===== src/rtl/led_pkg.sv =====
// Shared definitions for the LED counter: display mode codes, bounce direction
// and the Gray encoder used by the GRAY display mode.
package led_pkg;

  localparam logic [1:0] MODE_UP     = 2'd0;
  localparam logic [1:0] MODE_DOWN   = 2'd1;
  localparam logic [1:0] MODE_GRAY   = 2'd2;
  localparam logic [1:0] MODE_BOUNCE = 2'd3;

  typedef enum logic {DIR_UP = 1'b0, DIR_DOWN = 1'b1} dir_t;

  // Operates on a full 32-bit word so callers of any WIDTH up to 32 can
  // zero-extend in and truncate out; the high zero bits do not disturb the
  // low bits of the result.
  function automatic logic [31:0] bin2gray(input logic [31:0] b);
    return b ^ (b >> 1);
  endfunction

endpackage


===== src/rtl/led_tick_gen.sv =====
// Step prescaler for the LED counter.
//  clk  : rising-edge clock
//  rst  : synchronous active-high reset, clears the prescaler
//  en   : prescaler advances only while high
//  clr  : synchronous clear (driven by load), restarts the step period
//  tick : high in the cycle whose rising edge takes a step
//         (combinational: en && pre == STEP_CYCLES-1)
module led_tick_gen #(
  parameter int STEP_CYCLES = 25_000_000
) (
  input  logic clk,
  input  logic rst,
  input  logic en,
  input  logic clr,
  output logic tick
);

  localparam int PW = $clog2(STEP_CYCLES);
  localparam logic [PW-1:0] LAST = PW'(STEP_CYCLES - 1);

  logic [PW-1:0] pre;

  assign tick = en && (pre == LAST);

  always_ff @(posedge clk) begin
    if (rst || clr) pre <= '0;
    else if (en)    pre <= (pre == LAST) ? '0 : pre + 1'b1;
  end

endmodule


===== src/rtl/led_counter_multi.sv =====
// Multi-mode LED counter: steps a WIDTH-bit LED pattern every STEP_CYCLES clocks.
//  clk      : rising-edge clock
//  rst      : synchronous active-high reset
//  en       : 1 = prescaler runs, 0 = prescaler and state hold
//  mode     : 0 UP, 1 DOWN, 2 GRAY, 3 BOUNCE
//  load     : single-cycle strobe, cnt <= load_val (beats a coincident step)
//  load_val : value taken by load
//  leds     : registered LED pattern, encoding of the current state in 'mode'
//  step     : 1-cycle pulse in the cycle a stepped leds value is visible
//  wrap     : 1-cycle pulse with step on counter wrap or bounce reversal
module led_counter_multi
  import led_pkg::*;
#(
  parameter int WIDTH       = 8,
  parameter int CLK_FREQ    = 50_000_000,
  parameter int STEP_CYCLES = CLK_FREQ / 2
) (
  input  logic             clk,
  input  logic             rst,
  input  logic             en,
  input  logic [1:0]       mode,
  input  logic             load,
  input  logic [WIDTH-1:0] load_val,
  output logic [WIDTH-1:0] leds,
  output logic             step,
  output logic             wrap
);

  localparam int PW = $clog2(WIDTH);
  localparam logic [PW-1:0] LASTP = PW'(WIDTH - 1);

  logic             tick;
  logic [WIDTH-1:0] cnt, cnt_n;
  logic [PW-1:0]    pos, pos_n;
  dir_t             dir, dir_n;
  logic             wrap_n;

  led_tick_gen #(.STEP_CYCLES(STEP_CYCLES)) u_tick (
    .clk  (clk),
    .rst  (rst),
    .en   (en),
    .clr  (load),
    .tick (tick)
  );

  function automatic logic [WIDTH-1:0] encode(input logic [1:0] m,
                                              input logic [WIDTH-1:0] c,
                                              input logic [PW-1:0] p);
    logic [WIDTH-1:0] r;
    case (m)
      MODE_GRAY:   r = WIDTH'(bin2gray(32'(c)));
      MODE_BOUNCE: r = WIDTH'(1) << p;
      default:     r = c;
    endcase
    return r;
  endfunction

  // Next state for a step; cnt only moves in counting modes, pos/dir only in BOUNCE.
  always_comb begin
    cnt_n  = cnt;
    pos_n  = pos;
    dir_n  = dir;
    wrap_n = 1'b0;
    if (tick) begin
      case (mode)
        MODE_DOWN: begin
          cnt_n  = cnt - 1'b1;
          wrap_n = (cnt == '0);
        end
        MODE_BOUNCE: begin
          // At an end, reverse and move one place back the other way.
          if (dir == DIR_UP) begin
            if (pos == LASTP) begin
              pos_n  = pos - 1'b1;
              dir_n  = DIR_DOWN;
              wrap_n = 1'b1;
            end else begin
              pos_n = pos + 1'b1;
            end
          end else begin
            if (pos == '0) begin
              pos_n  = pos + 1'b1;
              dir_n  = DIR_UP;
              wrap_n = 1'b1;
            end else begin
              pos_n = pos - 1'b1;
            end
          end
        end
        default: begin
          cnt_n  = cnt + 1'b1;
          wrap_n = (cnt == '1);
        end
      endcase
    end
  end

  // leds is re-encoded every cycle, so a mode change shows on the next edge
  // even while en=0.
  always_ff @(posedge clk) begin
    if (rst) begin
      cnt  <= '0;
      pos  <= '0;
      dir  <= DIR_UP;
      step <= 1'b0;
      wrap <= 1'b0;
      leds <= encode(mode, '0, '0);
    end else if (load) begin
      cnt  <= load_val;
      pos  <= '0;
      dir  <= DIR_UP;
      step <= 1'b0;
      wrap <= 1'b0;
      leds <= encode(mode, load_val, '0);
    end else begin
      cnt  <= cnt_n;
      pos  <= pos_n;
      dir  <= dir_n;
      step <= tick;
      wrap <= wrap_n;
      leds <= encode(mode, cnt_n, pos_n);
    end
  end

endmodule

===== config.mk =====
export PLATFORM = sky130hd
export DESIGN_NAME = led_counter_multi
export DESIGN_NICKNAME = d
export VERILOG_FILES = /design/src/rtl/led_pkg.sv /design/src/rtl/led_tick_gen.sv /design/src/rtl/led_counter_multi.sv
export SDC_FILE = /design/constraint.sdc
export NUM_CORES = 1
export LEC_CHECK = 0
export BUFFER_PORTS_ARGS = -buffer_cell sky130_fd_sc_hd__buf_4
export CAP_MARGIN = 10
export CORE_MARGIN = 2
export CORE_UTILIZATION = 40
export CTS_BUF_LIST = sky130_fd_sc_hd__clkbuf_16
export DETAILED_ROUTE_END_ITERATION = 16
export PLACE_DENSITY = 0.64
export REMOVE_ABC_BUFFERS = 1
export SETUP_SLACK_MARGIN = 0.05
export SYNTH_ARGS = -nofsm -noshare
export SYNTH_HDL_FRONTEND = slang
export SYNTH_SLANG_ARGS = --single-unit

===== constraint.sdc =====
create_clock -name clk -period 2.7 [get_ports clk]
set_clock_uncertainty 0.15 [all_clocks]
set_input_delay 0.27 -clock clk [delete_from_list [all_inputs] [get_ports clk]]
set_output_delay 0.27 -clock clk [all_outputs]
set_load 0.05 [all_outputs]

# Word-level counts from Yosys, hierarchy flattened
# Index checks and enable logic that the tools add are counted.
# totals
ff_bits,47
input_bits,14
out_inout_bits,10
elab_cells,49
# op_classes
add_sub_neg,5
eq_ne,6
n_shift,1
muxes,20
bitwise_logic,3
reduce_logical,7
# ops
operator,count
8-bit case mux with 2 select lines,3
8-bit two-way mux,4
"25-bit by 1-bit adder with 25-bit output, second input constant",1
"25-bit equality test, second input constant",1
25-bit two-way mux,1
8-bit by 7-bit bitwise XOR with 8-bit output,2
3-bit two-way mux,5
"8-bit by 1-bit adder with 8-bit output, second input constant",1
"8-bit equality test, second input constant",1
8-bit logical NOT,1
"1-bit by 3-bit << shifter with 8-bit output, first input constant",1
"8-bit by 1-bit subtractor with 8-bit output, second input constant",1
1-bit two-way mux,6
"2-bit equality test, second input constant",2
"3-bit by 1-bit adder with 3-bit output, second input constant",1
"3-bit equality test, second input constant",1
3-bit logical NOT,1
3-bit OR reduction,1
"3-bit by 1-bit subtractor with 3-bit output, second input constant",1
"2-bit by 1-bit equality test with 1-bit output, second input constant",1
1-bit case mux with 2 select lines,1
2-bit AND reduction,1
2-bit OR reduction,1
1-bit logical AND,1
other kinds (2),2

# Depth between registers and ports, before layout
# Gate-level depths: netlist of the first run.
# logic_depth
depth_word,9
ltp_mapped,10
ltp_nobuf,9

# Modules after synthesis
# Synthesis of the first run repeated with hierarchy kept, for this count alone.
# hier_totals
hier_cells,370
area_unflattened_um2,3016.6
# by_module_without_submodules
module,n_inst,cells_per_inst,area_each_um2,seq_area_each_um2
led_counter_multi,1,232,1839.3,440.4
led_tick_gen,1,138,1177.4,500.5

# Least setup slack after synthesis of the first run
# OpenSTA, ideal clock, no wires.
# synth_path
path_kind,register to register
startpoint,register u_tick.pre[7]
endpoint,register leds[1]
setup_time_ns,0.125
arrival_time_ns,2.424
required_time_ns,2.425
setup_slack_ns,0.000
path_stages_with_launch,8
path_buffers,1
period_less_slack_ns,2.700
path_cell_list,dfxtp_1 or4_1 or4_1 buf_2 nor2_2 mux2i_1 o21ai_0 o41a_1
# synth_via
elab_chain_len,7
word_cells_on_any_way,9
cone_classes,eq/ne (1); shift (1); mux (5); bitwise (1); reduce/logical (1)
# synth_lines
element,line,rtl
start: declaration,led_tick_gen.sv:21,logic [PW-1:0] pre;
start signal: assignment,led_tick_gen.sv:27,else if (en) pre <= (pre == LAST) ? '0 : pre + 1'b1;
25-bit equality test *,led_tick_gen.sv:23,assign tick = en && (pre == LAST);
1-bit logical AND *,led_tick_gen.sv:23,
3-bit two-way mux or 8-bit two-way mux (tied branches),led_counter_multi.sv:64,if (tick) begin
1-bit by 3-bit << shifter with 8-bit output or 8-bit by 7-bit bitwise XOR with 8-bit output (tied branches),"led_counter_multi.sv:52, led_pkg.sv:16",
8-bit case mux with 2 select lines *,led_counter_multi.sv:50,case (m)
8-bit two-way mux *,led_counter_multi.sv:108,end else if (load) begin
8-bit two-way mux *,led_counter_multi.sv:101,if (rst) begin
end signal: assignment,led_counter_multi.sv:107,"leds <= encode(mode, '0, '0);"
end signal: assignment,led_counter_multi.sv:114,"leds <= encode(mode, load_val, '0);"
end signal: assignment,led_counter_multi.sv:121,"leds <= encode(mode, cnt_n, pos_n);"
end: declaration,led_counter_multi.sv:24,"output logic [WIDTH-1:0] leds,"
# Every way passes the cells marked *; elsewhere a longest branch is shown, timed or not.
# A chain may end at the register's enable or synchronous reset.

# Worst setup path in the final report of the first run
# layout_path
startpoint,register u_tick.pre[8]
endpoint,register leds[4]
# The elaborated chain is that of the path after synthesis.

==> results of run 1 <==
## per-layer routing
| metal | up-vias | global-route usage |
|---|---|---|
| met4 | 0 | 0.0641 |
| met1 | 1338 | 0.239 |
| li1 | 1399 | - |
| met5 | - | 0 |
| met2 | 75 | 0.307 |
| met3 | 23 | 0.0335 |
## final timing paths
path,startpoint,to,slack [ps]
hold / removal,rst,cnt[6]$_SDFF_PP0_,100
setup reg to reg,u_tick.pre[8]$_SDFFE_PP0P_,leds[4]$_SDFF_PP0_,-10
hold reg to reg,u_tick.pre[24]$_SDFFE_PP0P_,u_tick.pre[24]$_SDFFE_PP0P_,340
setup / recovery,u_tick.pre[8]$_SDFFE_PP0P_,leds[4]$_SDFF_PP0_,-10
## sequential cells by signal (all words and copies together) (netlist names)
signal and count:
pos 3, wrap 1, step 1, leds 8, cnt 8, u_tick.pre 25, dir 1
## stage by stage
| stage | power (mW) | util | worst slack (ps) |
|---|---|---|---|
| after floorplan | 0.862 | - | -193 |
| after global placement | 0.961 | 0.482 | -15.1 |
| after detailed placement | 0.963 | 0.482 | -56.9 |
| after CTS | 1.68 | 0.519 | 14.8 |
| after global routing | 1.74 | 0.534 | -140 |
| final | 1.68 | 0.534 | -14.0 |
## what timing repair did
item / CTS / global route
endpoints found under the setup margin: 10 / 11
pin swaps: 3 / 12
hold buffers: 0 / 0
buffers inserted: 3 / 4
cloned: 1 / 0
gates resized for setup: 14 / 18
## power groups by stage
stage               registers (mW)  clock network [mW]  logic (mW)
detailed placement           0.740                   0       0.223
global placement             0.740                   0       0.221
floorplan                    0.771                   0      0.0909
finish                       0.725               0.712       0.247
CTS                          0.724               0.726       0.232
global route                 0.727               0.751       0.263
## cell families after synthesis
kind of cell             share of synthesized area
flip-flops                                   0.320
AND/OR/NAND/NOR                              0.312
multiplexers                                0.0311
AO/OA/AOI/OAI                                0.160
XOR/XNOR                                     0.107
adder cells (fa/ha/maj)                     0.0298
buffers and inverters                       0.0396
## cell usage after synthesis (4+ instances only)
library cell	instances
nand2_1	32
inv_1	8
clkbuf_1	16
mux2i_1	8
nor3_1	8
nand4_1	16
or3_1	6
dfxtp_1	47
a211oi_1	6
a21oi_1	11
nand3_1	13
nor2_1	40
xor2_1	20
o21ai_0	11
nor2b_1	5
ha_1	7
nor3b_1	4
xnor2_1	14
or4_1	7
and3_1	9
## layout make-up
class	instances	area, sq um	share of cell area
Inverter	8	30.0	0.00784
Multi-Input combinational cell	280	2010	0.524
Timing Repair Buffer	71	559	0.146
Tap cell	99	124	0.0323
Sequential cell	47	943	0.246
Clock inverter	3	42.5	0.0111
Clock buffer	5	125	0.0326
==> reports/metrics.yaml, run 1 <==
leakagePower_nw: 1.50
crit_arrival_ps: 2730
route.met2.wl_um: 3670
filler_cell_count: 660
finalHoldViolations: 0
rr_worst_depth: 8
vdd_drop_max_mv: 0.298
layout_min_cycle_time_ps: 2710
max_cap_violations: 0
async_flop_share: 0
violations: "setup timing"
hold_depth: 2
status: "complete, but fails checks"
drc: 0
start_util: 0.410
grt_max_degree: 26
ioPinCount: 24
comb_power_share: 0.147
clock-sinks: 47
cts_tree: "yes"
holdWs_ps: 98.0
first_pass_iters: 4
grt_pass1_vias: 2578
topRoutingLayerUsed: "met4"
synth-seq-area-share: 0.320
fin_crit_sh: 1.01
viasPerCell: 5.53
n_antenna_cell: 0
worst_pin_slew_ps: 459
fp.coreArea_sq_um: 7180
grt_pass1_wl_um: 12300
yosysTopAreaCell: "dfxtp_1"
h-tree-depth: 2
wire_per_inst_um: 15.0
cp_slowest_cell: "or4_1"
grtUsageTotal: 0.184
post_dp_cell_area_sq_um: 3460
gp_congestion: 0.912
syn_area_sq_um: 2940
met3_length_um: 381
timing.fmax_mhz: 368
layout_common_cells: "buf_4 (67), dfxtp_1 (45), nor2_1 (40)"
ys_seq_elements: 47
path_delay_family: "simple AND/OR/NAND/NOR gates"
intPower_mw: 1.25
rows: 31
dieHeight_um: 89.7
final_common_cell: "buf_4"
synth_area_per_cell_sq_um: 8.28
power.share.clock: 0.423
swShare: 0.257
vias: 2835
ys_top_cells_by_area: "dfxtp_1 (32%), xor2_1 (6.0%), nor2_1 (5.1%)"
cp.depth: 8
die_area_sq_um: 8050
wl_um: 7710
synth_cells: 355
synth_edf_count: 0
layout.nets: 434
critPathMaxStageDelay_ps: 500
numCtsBuffers: 5
cp_max_fo: 8
path_class: "reg2reg"
final_antenna_net_count: 0
yosysTopAreaCellShare: 0.320
p_switching_mw: 0.433
syn2layout_area_growth_pct: 30.4
seqPwrFrac: 0.431
placedCellCount: 497
final_area_sq_um: 3830
final_cells: 513
power_density_nw_per_um2: 439
clkSlewWorstSetupHoldPaths_ps: 70
maxSlewViolCount: 0
synth.distinct_cells: 65
yosys_warnings: 0
critical_path_buf_inv_count: 2
drt-met1-wl_um: 3450
crit_chain: "or4_1 -> or4_4 -> buf_12 -> o31ai_4 -> o21ai_4 -> buf_4 -> a221oi_1 -> nand3_2"
slew_headroom: 0.690
cp-start-kind: "flop"
setup_ws_ps: -14.0
setup_viol: 2
gr-total-overflow: 0
clk_latency_ps: 290
cts_root_buffer: "clkbuf_16"
hp-class: "in2reg"
required_ps: 2710
rsz0062_at_grt: "true"
place_hpwl_um: 5540
setup_tns_ps: -20.8
io_buffers: 23
yosys_most_used_dff: "dfxtp_1"
end_kind: "flop"
die_w_um: 89.7
clockBufferDepth: 2
drt-initial-drc-count: 103
drive_gt1_frac: 0.273
antenna_found_initial: 0
Note: power is estimated with default switching activity, not from simulation.
==> run 2: changes to the inputs <==
--- a/config.mk
+++ b/config.mk
@@ -5,6 +5,7 @@
 export SDC_FILE = /design/constraint.sdc
 export NUM_CORES = 1
 export LEC_CHECK = 0
+export ABC_AREA = 1
 export BUFFER_PORTS_ARGS = -buffer_cell sky130_fd_sc_hd__buf_4
 export CAP_MARGIN = 10
 export CORE_MARGIN = 2
==> reports/metrics.yaml, run 2 <==
layout_common_cells: "nand2_1 (146), inv_1 (66), nor2_1 (48)"
power.share.clock: 0.389
wl_um: 7790
clock-sinks: 47
cp_max_fo: 6
clkSlewWorstSetupHoldPaths_ps: 70
largest_register_ffs: 25
synth.distinct_cells: 37
path_class: "reg2reg"
die_area_sq_um: 8490
io_buffers: 23
layout.nets: 543
ctsResizeCount: 0
slew_headroom: 0.528
setup_ws_ps: 396
drt-initial-drc-count: 190
reg_top3: "u_tick.pre (25), cnt (8), leds (8)"
fin_crit_sh: 0.853
hp-class: "in2reg"
gp_congestion: 0.975
vdd_drop_max_mv: 0.230
start_util: 0.409
setup_tns_ps: 0
viasPerCell: 4.97
timing.fmax_mhz: 434
dieHeight_um: 92.1
clockBufferDepth: 2
async_flop_share: 0
h-tree-depth: 2
yosysTopAreaCell: "dfxtp_1"
rows: 32
vias: 3106
final_common_cell: "nand2_1"
drive_gt1_frac: 0.134
maxSlewViolCount: 0
seqPwrFrac: 0.462
leakagePower_nw: 1.59
syn2layout_area_growth_pct: 14.2
filler_cell_count: 801
worst_pin_slew_ps: 703
grtUsageTotal: 0.191
layout_min_cycle_time_ps: 2300
swShare: 0.280
finalHoldViolations: 0
synth-seq-area-share: 0.303
power_density_nw_per_um2: 441
intPower_mw: 1.13
yosysTopAreaCellShare: 0.303
synthTopCellsByCount: "nand2_1 (146), inv_1 (65), nor2_1 (48)"
ys_seq_elements: 47
yosys_warnings: 0
end_kind: "flop"
postLayoutCoreUtil: 0.467
clk_latency_ps: 290
cp-start-kind: "flop"
synth_edf_count: 0
syn_area_sq_um: 3110
status: "finished clean"
grt_pass1_vias: 2838
place_hpwl_um: 6080
rsz0062_at_grt: "false"
yosys_most_used_dff: "dfxtp_1"
crit_arrival_ps: 2340
synth_area_per_cell_sq_um: 6.32
n_antenna_cell: 0
required_ps: 2730
dp_slack_ps: 372
max_cap_violations: 0
final_cells: 625
final_antenna_net_count: 0
first_pass_iters: 5
post_cts_buffers: 0
comb_power_share: 0.149
ioPinCount: 24
cts_tree: "yes"
fp.coreArea_sq_um: 7610
regMostFlops: "u_tick.pre"
post-synth-top-count-cell: "nand2_1"
grt_pass1_wl_um: 13200
ys_top_cells_by_area: "dfxtp_1 (30%), nand2_1 (18%), inv_1 (7.9%)"
grt_max_degree: 17
cts_root_buffer: "clkbuf_16"
placedCellCount: 617
drc: 0
synth_cells: 492
gr-total-overflow: 0
die_w_um: 92.1
setup_viol: 0
antenna_found_initial: 0
wire_per_inst_um: 12.5
p_switching_mw: 0.438
holdBufCountCts: 0
numCtsBuffers: 5
## run 2: cell types whose count changed after synthesis, sizes merged, moves of 11 or more
cell	delta
xnor2	-11
inv	+67
nand3	+32
nor2	+13
clkbuf	-14
o21ai	+12
nand2	+121
## run 2: final timing paths
path	slack, ps	startpoint	depth (start not counted)	endpoint
setup / recovery	400	u_tick.pre[0]$_SDFFE_PP0P_	14	leds[6]$_SDFF_PP0_
hold / removal	80	load_val[0]	3	cnt[0]$_SDFF_PP0_
setup reg to reg	400	u_tick.pre[0]$_SDFFE_PP0P_	14	leds[6]$_SDFF_PP0_
hold reg to reg	290	u_tick.pre[19]$_SDFFE_PP0P_	2	u_tick.pre[19]$_SDFFE_PP0P_
## run 2: final cells by class
class	count	area (sq um)	share of cell area
multi-input combinational	364	1840	0.520
timing repair buffer	28	210	0.0592
tap	102	128	0.0360
sequential	47	941	0.265
inverter	76	285	0.0804
clock buffer	5	125	0.0352
clock inverter	3	16.3	0.00458
## run 2: power by group through the flow
stage | Sequential [mW] | Combinational, mW | Clock, mW
floorplan | 0.765 | 0.124 | 0
global placement | 0.739 | 0.232 | 0
detailed placement | 0.739 | 0.231 | 0
CTS | 0.723 | 0.233 | 0.624
global route | 0.725 | 0.260 | 0.647
finish | 0.723 | 0.233 | 0.609
## run 2: through the flow
| step | total power, mW | area (sq um) | hold WS [ps] |
|---|---|---|---|
| floorplan | 0.890 | 3070 | 230 |
| global placement | 0.971 | 3410 | 282 |
| CTS | 1.58 | 3550 | 88.0 |
| global route | 1.63 | 3550 | 110 |
| detailed placement | 0.970 | 3410 | 288 |
| finish | 1.57 | 3550 | 85.0 |
## run 2: layer usage
metal / share of wire / wire, um / global-route usage
met3: 0.047 / 368 / 0.0255
met1: 0.50 / 3890 / 0.269
met4: 0.011 / 87 / 0.0535
met5: 0 / 0 / 0
met2: 0.44 / 3450 / 0.306
## run 2: cell families after synthesis
kind of cell,after synthesis,synth area share
AOI/OAI and AO/OA,56,0.107
adders and majority gates,7,0.0282
buffers and inverters,81,0.104
DFF,47,0.303
and+or+nand+nor,284,0.410
xor gates and xnor gates,17,0.0479
## run 2: critical path, cell delays in order, from the launching register on
cell and delay [ps]:
dfxtp_1 370, ha_1 210, nand3_1 110, nor2_2 140, nand3_2 140, nor3_4 380, nand3_1 160, nand2_2 140
inv_2 50, nand2_1 60, nand2_1 50, nand2_1 80, nand2_1 60, nand2_1 50, nand2_1 50
